==> config.mk <==
export PLATFORM = sky130hd
export DESIGN_NAME = enable_loop_sequencer_flat
export DESIGN_NICKNAME = d
export VERILOG_FILES = /design/src/rtl/enable_loop_sequencer_if.sv /design/src/rtl/enable_loop_sequencer.sv /design/src/flat_wrapper.sv
export SDC_FILE = /design/constraint.sdc
export NUM_CORES = 1
export LEC_CHECK = 0
export ABC_AREA = 1
export BUFFER_PORTS_ARGS = -buffer_cell sky130_fd_sc_hd__buf_4
export CAP_MARGIN = 10
export CORE_MARGIN = 8
export CORE_UTILIZATION = 61
export CTS_BUF_LIST = sky130_fd_sc_hd__clkbuf_16
export DETAILED_ROUTE_END_ITERATION = 10
export GPL_ROUTABILITY_DRIVEN = 1
export GPL_TIMING_DRIVEN = 0
export MAX_ROUTING_LAYER = met4
export PLACE_DENSITY_LB_ADDON = 0.25
export SYNTH_ARGS = -nofsm -noshare
export SYNTH_HDL_FRONTEND = slang
export SYNTH_SLANG_ARGS = --single-unit
==> constraint.sdc <==
create_clock -name OPB_CLK -period 2.65 [get_ports OPB_CLK]
set_input_delay 0.3975 -clock OPB_CLK [delete_from_list [all_inputs] [get_ports OPB_CLK]]
set_output_delay 0.3975 -clock OPB_CLK [all_outputs]
set_load 0.02 [all_outputs]
==> src/rtl/enable_loop_sequencer_if.sv <==
// rtl/enable_loop_sequencer_if.sv - register-block pulses, loop feedback and loop control/status bundle
interface enable_loop_sequencer_if;
  logic       START;
  logic       ABORT;
  logic       CLR_FAULT;
  logic       PWRENLP_STATE;
  logic       MTNENLP_STATE;
  logic       BMENLP_STATE;
  logic       PWRENLP_CNTL;
  logic       MTNENLP_CNTL;
  logic       BMENLP_CNTL;
  logic       BUSY;
  logic       READY;
  logic       FAULT;
  logic [2:0] FAULT_CODE;
  logic [3:0] STAGE;

  modport master (
    output START, ABORT, CLR_FAULT, PWRENLP_STATE, MTNENLP_STATE, BMENLP_STATE,
    input  PWRENLP_CNTL, MTNENLP_CNTL, BMENLP_CNTL, BUSY, READY, FAULT, FAULT_CODE, STAGE
  );

  modport slave (
    input  START, ABORT, CLR_FAULT, PWRENLP_STATE, MTNENLP_STATE, BMENLP_STATE,
    output PWRENLP_CNTL, MTNENLP_CNTL, BMENLP_CNTL, BUSY, READY, FAULT, FAULT_CODE, STAGE
  );
endinterface

==> src/rtl/enable_loop_sequencer.sv <==
// rtl/enable_loop_sequencer.sv - closes PWR, MTN, BM enable loops in order with feedback wait/settle and fault latch
module enable_loop_sequencer #(
  parameter int CNT_W          = 24,
  parameter int TIMEOUT_CYCLES = 1000000,
  parameter int SETTLE_CYCLES  = 10000
) (
  input  logic                   OPB_CLK,
  input  logic                   OPB_RST,
  enable_loop_sequencer_if.slave bus
);

  typedef enum logic [3:0] {
    ST_IDLE     = 4'd0,
    ST_WAIT_PWR = 4'd1,
    ST_SET_PWR  = 4'd2,
    ST_WAIT_MTN = 4'd3,
    ST_SET_MTN  = 4'd4,
    ST_WAIT_BM  = 4'd5,
    ST_SET_BM   = 4'd6,
    ST_RUN      = 4'd7,
    ST_FAULT    = 4'd8
  } state_t;

  localparam logic [CNT_W-1:0] TO_LAST  = CNT_W'(TIMEOUT_CYCLES - 1);
  localparam logic [CNT_W-1:0] SET_LAST = CNT_W'(SETTLE_CYCLES - 1);

  state_t           state_q, state_d;
  logic [CNT_W-1:0] cnt_q, cnt_d;
  logic [2:0]       code_q, code_d;
  logic [2:0]       meta_q, sync_q;
  logic [2:0]       cntl_q, cntl_d;
  logic             busy_q, busy_d;
  logic             ready_q, ready_d;
  logic             fault_q, fault_d;

  logic             lost_pwr, lost_mtn, lost_bm;
  logic             fb;
  logic [2:0]       to_code;
  logic             is_wait, is_set;

  // Bit order {BM, MTN, PWR} throughout.
  always_ff @(posedge OPB_CLK or posedge OPB_RST) begin
    if (OPB_RST) begin
      meta_q <= 3'b000;
      sync_q <= 3'b000;
    end else begin
      meta_q <= {bus.BMENLP_STATE, bus.MTNENLP_STATE, bus.PWRENLP_STATE};
      sync_q <= meta_q;
    end
  end

  // A loop is monitored from its own SET state onward; SET_x loss uses the same path.
  assign lost_pwr = (state_q inside {ST_SET_PWR, ST_WAIT_MTN, ST_SET_MTN, ST_WAIT_BM, ST_SET_BM, ST_RUN}) && !sync_q[0];
  assign lost_mtn = (state_q inside {ST_SET_MTN, ST_WAIT_BM, ST_SET_BM, ST_RUN}) && !sync_q[1];
  assign lost_bm  = (state_q inside {ST_SET_BM, ST_RUN}) && !sync_q[2];

  always_comb begin
    fb      = 1'b0;
    to_code = 3'd0;
    is_wait = 1'b0;
    is_set  = 1'b0;
    case (state_q)
      ST_WAIT_PWR: begin fb = sync_q[0]; to_code = 3'd1; is_wait = 1'b1; end
      ST_WAIT_MTN: begin fb = sync_q[1]; to_code = 3'd2; is_wait = 1'b1; end
      ST_WAIT_BM:  begin fb = sync_q[2]; to_code = 3'd3; is_wait = 1'b1; end
      ST_SET_PWR, ST_SET_MTN, ST_SET_BM: is_set = 1'b1;
      default: ;
    endcase
  end

  always_comb begin
    state_d = state_q;
    cnt_d   = cnt_q;
    code_d  = code_q;
    if (state_q == ST_FAULT) begin
      if (bus.CLR_FAULT) begin
        state_d = ST_IDLE;
        cnt_d   = '0;
        code_d  = 3'd0;
      end
    end else if (bus.ABORT) begin
      state_d = ST_IDLE;
      cnt_d   = '0;
    end else if (lost_pwr) begin
      state_d = ST_FAULT;
      code_d  = 3'd4;
    end else if (lost_mtn) begin
      state_d = ST_FAULT;
      code_d  = 3'd5;
    end else if (lost_bm) begin
      state_d = ST_FAULT;
      code_d  = 3'd6;
    end else if (state_q == ST_IDLE) begin
      if (bus.START) begin
        state_d = ST_WAIT_PWR;
        cnt_d   = '0;
      end
    end else if (is_wait) begin
      if (fb) begin
        state_d = state_t'(state_q + 4'd1);
        cnt_d   = '0;
      end else if (cnt_q == TO_LAST) begin
        state_d = ST_FAULT;
        code_d  = to_code;
      end else begin
        cnt_d = cnt_q + 1'b1;
      end
    end else if (is_set) begin
      if (cnt_q == SET_LAST) begin
        state_d = state_t'(state_q + 4'd1);
        cnt_d   = '0;
      end else begin
        cnt_d = cnt_q + 1'b1;
      end
    end
  end

  // Outputs are decoded from the next state so they flip on the edge that enters it.
  always_comb begin
    cntl_d[0] = state_d inside {ST_WAIT_PWR, ST_SET_PWR, ST_WAIT_MTN, ST_SET_MTN, ST_WAIT_BM, ST_SET_BM, ST_RUN};
    cntl_d[1] = state_d inside {ST_WAIT_MTN, ST_SET_MTN, ST_WAIT_BM, ST_SET_BM, ST_RUN};
    cntl_d[2] = state_d inside {ST_WAIT_BM, ST_SET_BM, ST_RUN};
    busy_d    = state_d inside {ST_WAIT_PWR, ST_SET_PWR, ST_WAIT_MTN, ST_SET_MTN, ST_WAIT_BM, ST_SET_BM};
    ready_d   = (state_d == ST_RUN);
    fault_d   = (state_d == ST_FAULT);
  end

  always_ff @(posedge OPB_CLK or posedge OPB_RST) begin
    if (OPB_RST) begin
      state_q <= ST_IDLE;
      cnt_q   <= '0;
      code_q  <= 3'd0;
      cntl_q  <= 3'b000;
      busy_q  <= 1'b0;
      ready_q <= 1'b0;
      fault_q <= 1'b0;
    end else begin
      state_q <= state_d;
      cnt_q   <= cnt_d;
      code_q  <= code_d;
      cntl_q  <= cntl_d;
      busy_q  <= busy_d;
      ready_q <= ready_d;
      fault_q <= fault_d;
    end
  end

  assign bus.PWRENLP_CNTL = cntl_q[0];
  assign bus.MTNENLP_CNTL = cntl_q[1];
  assign bus.BMENLP_CNTL  = cntl_q[2];
  assign bus.BUSY         = busy_q;
  assign bus.READY        = ready_q;
  assign bus.FAULT        = fault_q;
  assign bus.FAULT_CODE   = code_q;
  assign bus.STAGE        = state_q;

endmodule

==> src/flat_wrapper.sv <==
// flat-port wrapper written by rule: the top's interface ports become plain ports
module enable_loop_sequencer_flat 
#(
  parameter int CNT_W          = 24,
  parameter int TIMEOUT_CYCLES = 1000000,
  parameter int SETTLE_CYCLES  = 10000
)
  (OPB_CLK, OPB_RST, bus_START, bus_ABORT, bus_CLR_FAULT, bus_PWRENLP_STATE, bus_MTNENLP_STATE, bus_BMENLP_STATE, bus_PWRENLP_CNTL, bus_MTNENLP_CNTL, bus_BMENLP_CNTL, bus_BUSY, bus_READY, bus_FAULT, bus_FAULT_CODE, bus_STAGE);
  enable_loop_sequencer_if bus_i ();
  input  logic OPB_CLK;
  input  logic OPB_RST;
  input wire logic [$bits(bus_i.START)-1:0] bus_START;
  input wire logic [$bits(bus_i.ABORT)-1:0] bus_ABORT;
  input wire logic [$bits(bus_i.CLR_FAULT)-1:0] bus_CLR_FAULT;
  input wire logic [$bits(bus_i.PWRENLP_STATE)-1:0] bus_PWRENLP_STATE;
  input wire logic [$bits(bus_i.MTNENLP_STATE)-1:0] bus_MTNENLP_STATE;
  input wire logic [$bits(bus_i.BMENLP_STATE)-1:0] bus_BMENLP_STATE;
  output wire logic [$bits(bus_i.PWRENLP_CNTL)-1:0] bus_PWRENLP_CNTL;
  output wire logic [$bits(bus_i.MTNENLP_CNTL)-1:0] bus_MTNENLP_CNTL;
  output wire logic [$bits(bus_i.BMENLP_CNTL)-1:0] bus_BMENLP_CNTL;
  output wire logic [$bits(bus_i.BUSY)-1:0] bus_BUSY;
  output wire logic [$bits(bus_i.READY)-1:0] bus_READY;
  output wire logic [$bits(bus_i.FAULT)-1:0] bus_FAULT;
  output wire logic [$bits(bus_i.FAULT_CODE)-1:0] bus_FAULT_CODE;
  output wire logic [$bits(bus_i.STAGE)-1:0] bus_STAGE;
  assign bus_i.START = bus_START;
  assign bus_i.ABORT = bus_ABORT;
  assign bus_i.CLR_FAULT = bus_CLR_FAULT;
  assign bus_i.PWRENLP_STATE = bus_PWRENLP_STATE;
  assign bus_i.MTNENLP_STATE = bus_MTNENLP_STATE;
  assign bus_i.BMENLP_STATE = bus_BMENLP_STATE;
  assign bus_PWRENLP_CNTL = bus_i.PWRENLP_CNTL;
  assign bus_MTNENLP_CNTL = bus_i.MTNENLP_CNTL;
  assign bus_BMENLP_CNTL = bus_i.BMENLP_CNTL;
  assign bus_BUSY = bus_i.BUSY;
  assign bus_READY = bus_i.READY;
  assign bus_FAULT = bus_i.FAULT;
  assign bus_FAULT_CODE = bus_i.FAULT_CODE;
  assign bus_STAGE = bus_i.STAGE;
  enable_loop_sequencer #(.CNT_W(CNT_W), .TIMEOUT_CYCLES(TIMEOUT_CYCLES), .SETTLE_CYCLES(SETTLE_CYCLES)) u_core (.OPB_CLK(OPB_CLK), .OPB_RST(OPB_RST), .bus(bus_i));
endmodule
==> results.json, run 1 <==
{
  "clock_sinks": 43,
  "r2r.worst_path.cells": 13,
  "synth_top_cell_by_area": "dfrtp_1",
  "stdcell_count": 561,
  "wl_per_cell_um": 16.4,
  "overflow": 0,
  "syn_inst": 464,
  "cts_buffer_depth": 2,
  "ys_ff_latch": 43,
  "drv_slew": 0,
  "dp_cells": 553,
  "grt_pass1_vias": 3133,
  "wl_met3_um": 732,
  "drc": 0,
  "io_buffers": 19,
  "worstSetupEndpointType": "flop",
  "cts_buffers": 5,
  "yosysMostFrequentCell": "nand2_1",
  "drt-pass1-iter-count": 6,
  "startpoint_type": "flop",
  "synth_cell_types": 42,
  "period_needed_ns": 2.42,
  "fmax_mhz": 414,
  "synthesis.area_um2": 3200,
  "clkSlewWorstSetupHoldPaths_ns": 0.06,
  "finalSetupViolations": 0,
  "hp-class": "input port to flop",
  "synth_top_cell_area_share_pct": 33.7,
  "peakVddDrop_v": 0.000649,
  "nFillCells": 452,
  "fp-row-count": 26,
  "area_growth_syn_to_layout_pct": 13.5,
  "vias": 3275,
  "hpwl_um": 6810,
  "gp_congestion": 0.993,
  "drt-total-wl_um": 9230,
  "grt_start_max_net_pins": 44,
  "power_density_nw_per_um2": 1010,
  "antenna_left": 0,
  "antenna_found_initial": 0,
  "drt-initial-drc-count": 510,
  "synthArstFlopShare_pct": 100,
  "tightest_slew_ns": 0.932,
  "cp.required_ns": 2.87,
  "yosys-top-cells-area": "dfrtp_1 34%, nand2_1 15%, nor2_1 7.3%",
  "post-route-period-util_pct": 91.3,
  "final-hold-violation-count": 0,
  "top_layer": "met4",
  "rsz0062_at_grt": "false",
  "fp.dieArea_um2": 7810,
  "cts_setup_buffers": 0,
  "coreArea_um2": 5070,
  "tritoncts": "done",
  "setup_tns_ns": 0,
  "wl_met1_um": 4050,
  "worstPathArrival_ns": 2.64,
  "start_util_pct": 63.0,
  "die_w_um": 88.4,
  "hold_depth": 1,
  "crit_type": "flop to flop",
  "drive_above_1_share_pct": 16.9,
  "ys_warn_count": 0,
  "status": "completed",
  "die_h_um": 88.4,
  "cts_max_level": 2,
  "timing.hold.ws_ns": 0.210,
  "final_nets": 503,
  "grt_pass1_wl_um": 15100,
  "post-route-util_pct": 71.4,
  "slew_headroom_pct": 37.8,
  "power_uw": 3670,
  "p_leak_uw": 0.00163,
  "synth-main-ff-cell": "dfrtp_1",
  "antennaDiodeCount": 0,
  "clock_latency_ns": 0.29,
  "vias_per_cell": 5.84,
  "met2WireLength_um": 4280,
  "synth_commonest_cells": "126 x nand2_1, 62 x nor2_1, 43 x dfrtp_1",
  "drv_cap": 0,
  "avgSynthCellArea_um2": 6.89,
  "yosysSeqAreaShare_pct": 33.7,
  "synth_edf_count": 0,
  "ioPinCount": 21,
  "grt.total_usage_pct": 25.7,
  "crit_fanout": 10,
  "synth_nets": 477,
  "root_buffer": "clkbuf_16",
  "skew_ns": 0.00567
}
==> through the flow <==
stage	worst slack [ns]	area [um^2]
global placement	0.188	3430
global route	0.0264	3630
CTS	0.153	3620
detailed placement	0.192	3430
finish	0.232	3630
floorplan	0.413	3200
==> layer usage <==
layer | GRT usage [%] | vias to the layer above
met4 | 7.99 | 0
met5 | - | -
met3 | 5.48 | 20
met1 | 32.8 | 1547
met2 | 39.6 | 141
li1 | - | 1567
==> cell families after synthesis <==
group,after synthesis,synth area share (%)
and+or+nand+nor,290,41.9
buffers and inverters,60,8.18
AOI/OAI and AO/OA,55,11.2
DFF,43,33.7
xor gates and xnor gates,11,3.01
adders and majority gates,5,1.96
==> placed cells by master (no fill, tap or decap), types with 6 or more instances in the layout <==
master	count
nand2_1	126
nor2_1	61
dfrtp_1	42
nand3_1	41
inv_1	37
buf_4	22
nor3_1	15
a21oi_1	14
o21ai_1	13
nand4_1	13
xor2_1	10
inv_2	8
o21ai_0	8
o21ai_2	7
nand2_2	6
==> critical path: stages, from the launching register on <==
cell and delay [ns]:
dfrtp_1 0.46, inv_1 0.17, ha_1 0.27, o21ai_1 0.22, nand2_1 0.08, nand2_1 0.12
nand2_2 0.08, nor2_4 0.15, o21a_2 0.20, nand3_4 0.13, inv_4 0.13, buf_8 0.16
nand3_2 0.08, o21ai_2 0.08
==> power breakdown <==
part,total [uW],switching (uW),internal (uW)
clock network,815,275,540
logic,1970,1350,616
registers,893,123,770
total,3670,1750,1930
==> registers in the layout, summed over array words and instances (netlist names), 3 cells and up <==
| register | cells |
|---|---|
| u_core.meta_q | 3 |
| u_core.sync_q | 3 |
| u_core.bus.STAGE | 4 |
| u_core.bus.FAULT_CODE | 3 |
| u_core.cnt_q | 24 |
| u_core.cntl_q | 3 |
==> worst paths after layout <==
kind                                     startpoint          endpoint  slack [ns]
worst min register to register     u_core.meta_q[1]  u_core.sync_q[1]        0.35
worst max register to register  u_core.bus.STAGE[0]  u_core.cnt_q[11]        0.23
worst max-delay path            u_core.bus.STAGE[0]  u_core.cnt_q[11]        0.23
worst min-delay path              bus_MTNENLP_STATE  u_core.meta_q[1]        0.21
max in group asynchronous                   OPB_RST   u_core.cnt_q[0]        1.68
min in group asynchronous                   OPB_RST  u_core.cnt_q[20]        0.32
==> what timing repair did <==
action                                  in CTS  in global routing
gates resized for setup                      0                  6
endpoints found under the setup margin       0                 23
hold buffers                                 0                  0
==> final cells by class <==
cell class	count	area, um^2	share of cell area, %
inverters	46	175	4.83
flip-flops and latches	43	1080	29.7
multi-input cells	361	1860	51.4
repair buffers	19	143	3.93
plain buffers	14	87.6	2.42
clock inverters	3	67.6	1.86
clock buffers	5	125	3.45
well taps	70	87.6	2.42
No activity file was read; power rests on OpenSTA's default activity.
==> run 2: changes to the inputs <==
Settings changed: ABC_AREA 1 to not set, CORE_UTILIZATION 61 to 59.
==> run 2 against run 1 <==
  * Count of clock-buffer cells in the layout unchanged
  * Clock power fell by 16%
  * Critical path depth decreased by 4
  * Synthesized area decreased by 21%
  * Via count fell by 25%
  * Maximum frequency decreased by 6.0%
  * Core utilization rose by 2.9 points
  * Highest routed layer unchanged
==> results.json, run 2 <==
{
  "ys_ff_latch": 43,
  "final-hold-violation-count": 0,
  "drc": 0,
  "yosysMostFrequentCell": "dfrtp_1",
  "synthArstFlopShare_pct": 100,
  "root_buffer": "clkbuf_16",
  "clock_sinks": 43,
  "drt-pass1-iter-count": 7,
  "start_util_pct": 59.7,
  "clkSlewWorstSetupHoldPaths_ns": 0.06,
  "ioPinCount": 21,
  "fp-row-count": 24,
  "syn_inst": 280,
  "cp.required_ns": 2.85,
  "largest_register_ffs": 24,
  "worstSetupEndpointType": "flop",
  "final_nets": 328,
  "antenna_found_initial": 0,
  "p_leak_uw": 0.00136,
  "vias": 2441,
  "synth_cell_types": 54,
  "io_buffers": 20,
  "cts_max_level": 2,
  "synth-main-ff-cell": "dfrtp_1",
  "cts_buffer_depth": 2,
  "drv_slew": 0,
  "finalWorstSetupSlack_ns": 0.0768,
  "antenna_left": 0,
  "grt_pass1_wl_um": 10700,
  "synth_nets": 293,
  "status": "completed",
  "tritoncts": "done",
  "final_cell_area_um2": 3150,
  "period_needed_ns": 2.57,
  "tightest_slew_ns": 0.889,
  "peakVddDrop_v": 0.000398,
  "post-route-period-util_pct": 97.1,
  "drv_cap": 0,
  "timing.hold.ws_ns": 0.217,
  "rsz0062_at_grt": "true",
  "slew_headroom_pct": 40.6,
  "gp_congestion": 0.914,
  "startpoint_type": "flop",
  "area_growth_syn_to_layout_pct": 24.6,
  "grt_start_max_net_pins": 44,
  "grt.total_usage_pct": 20.8,
  "clock_latency_ns": 0.28,
  "synth_top_cell_by_area": "dfrtp_1",
  "fp.dieArea_um2": 6630,
  "worstPathArrival_ns": 2.78,
  "pre_cts_ws_ns": -0.415,
  "synth_top_cell_area_share_pct": 42.6,
  "overflow": 0,
  "die_w_um": 81.5,
  "skew_ns": 0.00472,
  "antennaDiodeCount": 0,
  "crit_type": "flop to flop",
  "place_area_um2": 2740,
  "ys_warn_count": 0,
  "drt-initial-drc-count": 151,
  "yosysSeqAreaShare_pct": 42.6,
  "crit_fanout": 7,
  "drt-total-wl_um": 6690,
  "finalSetupViolations": 0,
  "cts_hold_buf": 0,
  "final_common_cell": "dfrtp_1",
  "synth_commonest_cells": "43 x dfrtp_1, 28 x nor2_1, 28 x o31ai_1",
  "vias_per_cell": 6.63,
  "nFillCells": 292,
  "die_h_um": 81.5,
  "wl_per_cell_um": 18.2,
  "yosys-top-cells-area": "dfrtp_1 43%, o31ai_1 8.3%, nor2_1 4.2%",
  "synthesis.area_um2": 2530,
  "hp-class": "input port to flop",
  "avgSynthCellArea_um2": 9.03,
  "cts_buffers": 5,
  "hpwl_um": 4360,
  "power_density_nw_per_um2": 714,
  "final_cell_mix": "41 x dfrtp_1, 30 x buf_4, 28 x o31ai_1",
  "post-route-util_pct": 74.4,
  "coreArea_um2": 4230,
  "synth_edf_count": 0,
  "largest_register": "u_core.cnt_q",
  "fmax_mhz": 389,
  "drive_above_1_share_pct": 25.0,
  "grt_pass1_vias": 2248
}
## run 2: cell types whose count changed in the layout (fill, tap and decap cells not counted), sizes merged, moves of 13 or more
cell and change:
inv -38, nand2 -108, nand3 -33, nor2 -39
o21ai -13, o31ai +25
## run 2: worst max-delay path, cell delays in order (launching register included)
cell      delay [ns]
dfrtp_2         0.47
ha_4            0.22
nor3b_4         0.17
a22o_4          0.31
nor4_4          0.33
buf_4           0.19
a211oi_1        0.05
a221o_1         0.40
and2_1          0.18
o22ai_1         0.16
## run 2: cell type report
type                    count  area [um^2]  area share [%]
clock buffers               5          125            3.97
multi-input cells         213         1510            48.0
clock inverters             3         38.8            1.23
flip-flops and latches     43         1080            34.2
well taps                  52         65.1            2.07
plain buffers              15         82.6            2.62
repair buffers             29          218            6.91
inverters                   8         30.0           0.954
## run 2: timing repair
action / CTS / global route
pin swaps: 2 / 6
buffers inserted: 3 / 6
endpoints found under the setup margin: 33 / 32
gates resized for setup: 12 / 26
## run 2: final timing paths
check / slack [ns] / cells past startpoint / start / to
min in group asynchronous: 0.31 / 2 / OPB_RST / u_core.bus.BUSY
setup reg to reg: 0.08 / 9 / u_core.bus.STAGE[0] / u_core.bus.BUSY
setup / recovery: 0.08 / 9 / u_core.bus.STAGE[0] / u_core.bus.BUSY
hold reg to reg: 0.34 / 0 / u_core.meta_q[0] / u_core.sync_q[0]
hold / removal: 0.22 / 1 / bus_MTNENLP_STATE / u_core.meta_q[1]
max in group asynchronous: 1.73 / 2 / OPB_RST / u_core.bus.STAGE[0]
## run 2: logic make-up (layout without fill, tap and decap cells)
group | after synthesis | in the layout | synth area share (%)
compound gates | 90 | 90 | 25.7
fa+ha+maj | 5 | 5 | 2.48
buf+inv | 24 | 60 | 4.31
flops | 43 | 43 | 42.6
mux | 3 | 3 | 1.44
simple gates | 115 | 115 | 23.5
## run 2: stage by stage
stage | instances | TNS (ns) | power (uW)
floorplan | 280 | 0 | 1230
global placement | 352 | -6.60 | 1430
detailed placement | 352 | -7.76 | 1450
CTS | 363 | 0 | 2150
global route | 368 | -1.59 | 2360
finish | 368 | 0 | 2250
## run 2: per-layer routing
layer  wire length (um)  track usage, %
met1               2860            25.9
met5                  0               -
met3                425            4.05
met4                 89            6.79
met2               3310            33.3
## run 2: report_power, final
part / total, uW / leakage [uW] / internal, uW / switching, uW
Sequential: 769 / 0.000573 / 716 / 53.5
Clock: 687 / 0.0000812 / 439 / 247
Combinational: 793 / 0.000707 / 298 / 495
